<file path="src/rtl/ps2_pkg.sv">
// Shared definitions for the PS/2 key buffer: frame FSM states, prefix bytes
// and the layout of the event word handed to the CPU.
package ps2_pkg;

   typedef enum logic [1:0] {
      IDLE  = 2'd0,
      SHIFT = 2'd1,
      STOP  = 2'd2,
      CHECK = 2'd3
   } ps2_state_e;

   localparam logic [7:0] PS2_EXT = 8'hE0;
   localparam logic [7:0] PS2_BRK = 8'hF0;

   localparam int KEY_VALID = 15;
   localparam int KEY_OVF   = 14;
   localparam int KEY_EXT   = 9;
   localparam int KEY_REL   = 8;

   // Overflow bit is left clear here; it is merged in when the head is read.
   function automatic logic [15:0] make_event(input logic ext, input logic rel,
                                              input logic [7:0] code);
      logic [15:0] w;
      w            = '0;
      w[KEY_VALID] = 1'b1;
      w[KEY_EXT]   = ext;
      w[KEY_REL]   = rel;
      w[7:0]       = code;
      return w;
   endfunction

endpackage

</file>
<file path="src/rtl/key_fifo.sv">
// Synchronous FIFO with occupancy counter. A push into a full FIFO is accepted
// only when a pop frees a slot in the same cycle; a pop on empty is ignored.
module key_fifo #(
   parameter int DEPTH = 4,
   parameter int WIDTH = 16
) (
   input  logic                     clk_i,
   input  logic                     rst_ni,
   input  logic                     push_i,
   input  logic                     pop_i,
   input  logic [WIDTH-1:0]         wdata_i,
   output logic [WIDTH-1:0]         rdata_o,
   output logic                     full_o,
   output logic                     empty_o,
   output logic [$clog2(DEPTH):0]   count_o
);

   localparam int AW = $clog2(DEPTH);

   logic [WIDTH-1:0] mem_q [DEPTH];
   logic [AW-1:0]    wptr_q, rptr_q;
   logic [AW:0]      count_q;
   logic             do_push, do_pop;

   assign empty_o = (count_q == '0);
   assign full_o  = (count_q == (AW+1)'(DEPTH));
   assign do_pop  = pop_i & ~empty_o;
   assign do_push = push_i & (~full_o | do_pop);

   always_ff @(posedge clk_i or negedge rst_ni) begin
      if (!rst_ni) begin
         wptr_q  <= '0;
         rptr_q  <= '0;
         count_q <= '0;
      end else begin
         if (do_push) wptr_q <= wptr_q + AW'(1);
         if (do_pop)  rptr_q <= rptr_q + AW'(1);
         case ({do_push, do_pop})
            2'b10:   count_q <= count_q + (AW+1)'(1);
            2'b01:   count_q <= count_q - (AW+1)'(1);
            default: count_q <= count_q;
         endcase
      end
   end

   always_ff @(posedge clk_i) begin
      if (do_push) mem_q[wptr_q] <= wdata_i;
   end

   assign rdata_o = mem_q[rptr_q];
   assign count_o = count_q;

endmodule

</file>
<file path="src/rtl/ps2_key_buffer.sv">
// PS/2 keyboard receiver: deserialises frames, folds E0/F0 prefixes into one
// event word and queues events for the CPU to poll via LDKEY.
module ps2_key_buffer
   import ps2_pkg::*;
#(
   parameter int FIFO_DEPTH = 4,
   parameter int TIMEOUT    = 100000,
   parameter int CNT_W      = 17
) (
   input  logic                          Clk,
   input  logic                          Reset,
   input  logic                          PS2Clk,
   input  logic                          PS2Data,
   input  logic                          KeyPop,
   output logic [15:0]                   KeyData,
   output logic                          KeyAvail,
   output logic [$clog2(FIFO_DEPTH):0]   KeyCount,
   output logic                          FrameErr
);

   logic             clk_s1_q, clk_s2_q, clk_prev_q, dat_s1_q, dat_s2_q;
   ps2_state_e       state_q, state_d;
   logic [3:0]       bitcnt_q, bitcnt_d;
   logic [8:0]       shift_q, shift_d;
   logic             stop_q, stop_d;
   logic [CNT_W-1:0] tmo_q, tmo_d;
   logic             ext_q, ext_d, rel_q, rel_d, ovf_q, ovf_d;
   logic             err_q, err_d;
   logic             fall, din, push, fifo_full, fifo_empty, timed_out;
   logic [15:0]      head;

   assign fall      = clk_prev_q & ~clk_s2_q;
   assign din       = dat_s2_q;
   assign timed_out = (tmo_q == CNT_W'(TIMEOUT));

   always_ff @(posedge Clk or negedge Reset) begin
      if (!Reset) begin
         clk_s1_q   <= 1'b1;
         clk_s2_q   <= 1'b1;
         clk_prev_q <= 1'b1;
         dat_s1_q   <= 1'b1;
         dat_s2_q   <= 1'b1;
         state_q    <= IDLE;
         bitcnt_q   <= '0;
         tmo_q      <= '0;
         ext_q      <= 1'b0;
         rel_q      <= 1'b0;
         ovf_q      <= 1'b0;
         err_q      <= 1'b0;
      end else begin
         clk_s1_q   <= PS2Clk;
         clk_s2_q   <= clk_s1_q;
         clk_prev_q <= clk_s2_q;
         dat_s1_q   <= PS2Data;
         dat_s2_q   <= dat_s1_q;
         state_q    <= state_d;
         bitcnt_q   <= bitcnt_d;
         tmo_q      <= tmo_d;
         ext_q      <= ext_d;
         rel_q      <= rel_d;
         ovf_q      <= ovf_d;
         err_q      <= err_d;
      end
   end

   always_ff @(posedge Clk) begin
      shift_q <= shift_d;
      stop_q  <= stop_d;
   end

   always_comb begin
      state_d  = state_q;
      bitcnt_d = bitcnt_q;
      shift_d  = shift_q;
      stop_d   = stop_q;
      tmo_d    = tmo_q;
      ext_d    = ext_q;
      rel_d    = rel_q;
      err_d    = 1'b0;
      push     = 1'b0;
      case (state_q)
         IDLE: begin
            if (fall) begin
               if (!din) begin
                  state_d  = SHIFT;
                  bitcnt_d = '0;
                  tmo_d    = '0;
               end else begin
                  err_d = 1'b1;
               end
            end
         end
         SHIFT, STOP: begin
            if (fall) begin
               tmo_d = '0;
               if (state_q == STOP) begin
                  stop_d  = din;
                  state_d = CHECK;
               end else begin
                  // LSB first: after nine shifts [7:0] is the byte, [8] parity.
                  shift_d  = {din, shift_q[8:1]};
                  bitcnt_d = bitcnt_q + 4'd1;
                  if (bitcnt_q == 4'd8) state_d = STOP;
               end
            end else if (timed_out) begin
               state_d = IDLE;
               err_d   = 1'b1;
               ext_d   = 1'b0;
               rel_d   = 1'b0;
            end else begin
               tmo_d = tmo_q + CNT_W'(1);
            end
         end
         CHECK: begin
            state_d = IDLE;
            if (stop_q && (^shift_q)) begin
               if (shift_q[7:0] == PS2_EXT) begin
                  ext_d = 1'b1;
               end else if (shift_q[7:0] == PS2_BRK) begin
                  rel_d = 1'b1;
               end else begin
                  push  = 1'b1;
                  ext_d = 1'b0;
                  rel_d = 1'b0;
               end
            end else begin
               err_d = 1'b1;
               ext_d = 1'b0;
               rel_d = 1'b0;
            end
         end
         default: state_d = IDLE;
      endcase
   end

   // Overflow is sticky until the CPU pops; it is reported on every read meanwhile.
   always_comb begin
      ovf_d = ovf_q;
      if (push && fifo_full && !KeyPop) ovf_d = 1'b1;
      else if (KeyPop)                  ovf_d = 1'b0;
   end

   key_fifo #(
      .DEPTH (FIFO_DEPTH),
      .WIDTH (16)
   ) u_fifo (
      .clk_i   (Clk),
      .rst_ni  (Reset),
      .push_i  (push),
      .pop_i   (KeyPop),
      .wdata_i (make_event(ext_q, rel_q, shift_q[7:0])),
      .rdata_o (head),
      .full_o  (fifo_full),
      .empty_o (fifo_empty),
      .count_o (KeyCount)
   );

   always_comb begin
      KeyData = '0;
      if (!fifo_empty) begin
         KeyData          = head;
         KeyData[KEY_OVF] = ovf_q;
      end
   end

   assign KeyAvail = ~fifo_empty;
   assign FrameErr = err_q;

endmodule

</file>
<file path="config.mk">
export PLATFORM = sky130hd
export DESIGN_NAME = ps2_key_buffer
export DESIGN_NICKNAME = d
export VERILOG_FILES = /design/src/rtl/ps2_pkg.sv /design/src/rtl/key_fifo.sv /design/src/rtl/ps2_key_buffer.sv
export SDC_FILE = /design/constraint.sdc
export NUM_CORES = 1
export LEC_CHECK = 0
export BUFFER_PORTS_ARGS = -buffer_cell sky130_fd_sc_hd__buf_2
export CAP_MARGIN = 0
export CELL_PAD_IN_SITES_DETAIL_PLACEMENT = 2
export CELL_PAD_IN_SITES_GLOBAL_PLACEMENT = 2
export CORE_MARGIN = 1.5
export CORE_UTILIZATION = 45
export DETAILED_ROUTE_END_ITERATION = 10
export PLACE_DENSITY_LB_ADDON = 0.15
export SLEW_MARGIN = 20
export SYNTH_ARGS = -nofsm -noshare
export SYNTH_HDL_FRONTEND = slang
export SYNTH_HIERARCHICAL = 1
export SYNTH_SLANG_ARGS = --single-unit
</file>
<file path="constraint.sdc">
create_clock -name Clk -period 3.52 [get_ports Clk]
set_input_delay 0.704 -clock Clk [delete_from_list [all_inputs] [get_ports Clk]]
set_output_delay 0.704 -clock Clk [all_outputs]
set_load 0.005 [all_outputs]
</file>
==> summary.md <==
| Metric | Value |
|---|---|
| Largest net degree at the start of global routing | `40` |
| Hold Crit Class | `register to register` |
| Mapped Cells | `351` |
| DR vias/cell | `5.57` |
| Post_cts resized | `0` |
| Die Span Y | `roughly 110 µm` |
| CP arrival | `about 3.6 ns` |
| CTS hold repair buffers | `0` |
| Period Utilization, post-route | `93.8%` |
| Worst-margin pin slew | `0.930 ns` |
| Clock latency on the worst-skew pair | `0.37 ns` |
| Layout area overhead | `10.6%` |
| Status | `completed` |
| Hold Crit Start | `clk_s1_q` |
| WS Path Type | `register to register` |
| Root buf cell | `clkbuf_8` |
| Clock sink count | `109` |
| WHS Path Cells | `0` |
| Rows | `38` |
| Cts bufs inserted | `9` |
| Pins Over Slew Limit | `0` |
| Required @ worst endpoint | `around 3.8 ns` |
| Mapped Area | `approximately 5100 µm²` |
| Final design utilization | `51.3%` |
| Inst Count DP | `530` |
| FMAX | `0.303 GHz` |
| Slew margin rel. | `38.0%` |
| Reg2reg setup slack | `0.22 ns` |
| I/O Pins | `26` |
| Kind of end point of the critical path | `register` |
| Register area | `3080 µm²` |
| Diode count | `0` |
| Overflow after GRT | `0` |
| Fin Clk Skew | `about 0.017 ns` |
| Synthesized area per cell | `14.4 µm²` |
| Crit path time final | `3.30 ns` |
| Total number of yosys warnings | `6` |
| Lkg Pwr | `2.14 nW` |
| Critical Path Fanout Max | `9` |
| First-pass GRT wire length | `18200 µm` |
| Final #Nets | `423` |
| Share of cells above drive strength 1 | `a little over a fifth` |
| VDD IR max | `335 µV` |
| Number of DRC markers in iteration 0 | `between 100 and 150` |
| Max Cap Violations | `0` |
| Hold Crit Endpoint | `clk_s2_q` |
| Max Root-Sink Buffers | `2` |
| Total number of vias | `3041` |
| Power Dens Cells | `685 nW/µm²` |
| Finished Layout Cells | `546` |
| Post-DP HPWL | `8210 µm` |
| Fin Hold WS | `~0.36 ns` |
| Footprint of the multi-input gates | `1900 µm²` |
| Worst reg2reg path endpoint | `u_fifo/count_o[1]` |
| Post-CTS Setup Inserts | `0` |
| Port Buffer Count | `25` |
| Die W | `109 µm` |
| Die area | `11900 µm²` |
| Initial antenna violation count | `0` |
| Core box area | `10900 µm²` |
| Starting Density | `46.4%` |
| CTS H-tree depth | `3` |
| FF-to-FF path depth | `10` |
| Worst-path clk slew | `approximately 0.1 ns` |
| Hold Fails Final Rpt | `0` |
| CTS tree | `yes` |
| Drt wl/cell | `20.7 µm` |
| Fill cells | `1049` |
| Launching point of the worst reg2reg path | `shift_q[6]` |
| Final ANT Viol Nets | `0` |
| GRT Util Overall | `20.9%` |
| Final WL | `around 11000 µm` |
| DRT Pass-1 Iters | `4` |
| Final Setup Violations | `0` |
| Critical Path Start Type | `register` |
| Vias in the first global route | `3336` |
| RSZ-0062 raised after global routing | `false` |
| Drt drc | `0` |
| Setup tns final | `0 ns` |
| RePlAce Congestion | `0.770` |
[worst max-delay path by stage]
| stage | cells after the start | from | endpoint |
|---|---|---|---|
| 2_1_floorplan | 11 | shift_q[6] | u_fifo/count_o[2] |
| 3_3_place_gp | 10 | shift_q[5] | u_fifo/count_o[2] |
| 3_5_place_dp | 10 | shift_q[6] | u_fifo/count_o[1] |
| 4_1_cts | 10 | shift_q[6] | u_fifo/count_o[1] |
| 5_1_grt | 10 | shift_q[6] | u_fifo/count_o[1] |
| 6_report | 10 | shift_q[6] | u_fifo/count_o[1] |
[worst max-delay path, cell delays in order (launching register included)]
cell and delay, ns:
edfxtp_1 0.52, ha_1 0.34, xnor3_1 0.41, xnor2_1 0.28, and2_1 0.23, and3_1 0.36
or2b_1 0.17, fa_1 0.45, inv_1 0.09, o2111ai_1 0.14, a22oi_1 0.22
[layout by cell type (no fill, tap or decap), types with 10 or more instances in the layout]
master,instances
nor2_1,12
a21oi_1,15
edfxtp_1,70
ha_1,16
xnor2_1,10
inv_1,19
mux4_2,15
buf_2,25
nand2_1,15
dfrtp_1,34
nor2b_1,17
conb_1,20
[per-layer routing]
metal / GRT usage (%) / share of wire, % / vias to the layer above
met5: 0 / 0 / -
met4: 6.95 / 1.4 / 0
met3: 2.33 / 1.8 / 12
met2: 38.3 / 54 / 42
met1: 25.5 / 43 / 1586
li1: - / - / 1401
[final cells by class]
| cell class | count | share of cell area (%) |
|---|---|---|
| inverter | 19 | 1.28 |
| tap | 140 | 3.14 |
| sequential | 109 | 55.2 |
| clock buffer | 9 | 2.22 |
| timing repair buffer | 32 | 3.18 |
| multi-input combinational | 230 | 34.1 |
| clock inverter | 7 | 0.874 |
[where the power goes]
| part | internal [W] | switching [W] | total (W) |
|---|---|---|---|
| clock network | 0.000261 | 0.000441 | 0.000702 |
| registers | 0.00153 | 0.000227 | 0.00175 |
| logic | 0.000626 | 0.000746 | 0.00137 |
[registers in the layout (all words and copies together), names as in the netlist]
| signal | flops |
|---|---|
| clk_s1_q | 1 |
| u_fifo/mem_q | 60 |
| ext_q | 1 |
| stop_q | 1 |
| clk_prev_q | 1 |
| u_fifo/wptr_q | 2 |
| shift_q | 9 |
| rel_q | 1 |
| FrameErr | 1 |
| bitcnt_q | 4 |
| dat_s2_q | 1 |
| dat_s1_q | 1 |
| clk_s2_q | 1 |
| u_fifo/count_o | 3 |
| u_fifo/rptr_q | 2 |
| state_q | 2 |
| tmo_q | 17 |
| ovf_q | 1 |
[metrics by stage]
step | total power, W | setup slack (ns) | cell area (µm²)
detailed placement | 0.00317 | 0.244 | 5410
floorplan | 0.00268 | 0.617 | 5120
global placement | 0.00306 | 0.523 | 5410
CTS | 0.00388 | 0.216 | 5580
global route | 0.00407 | 0.0819 | 5580
finish | 0.00383 | 0.218 | 5580
Note: power is estimated with default switching activity, not from simulation.
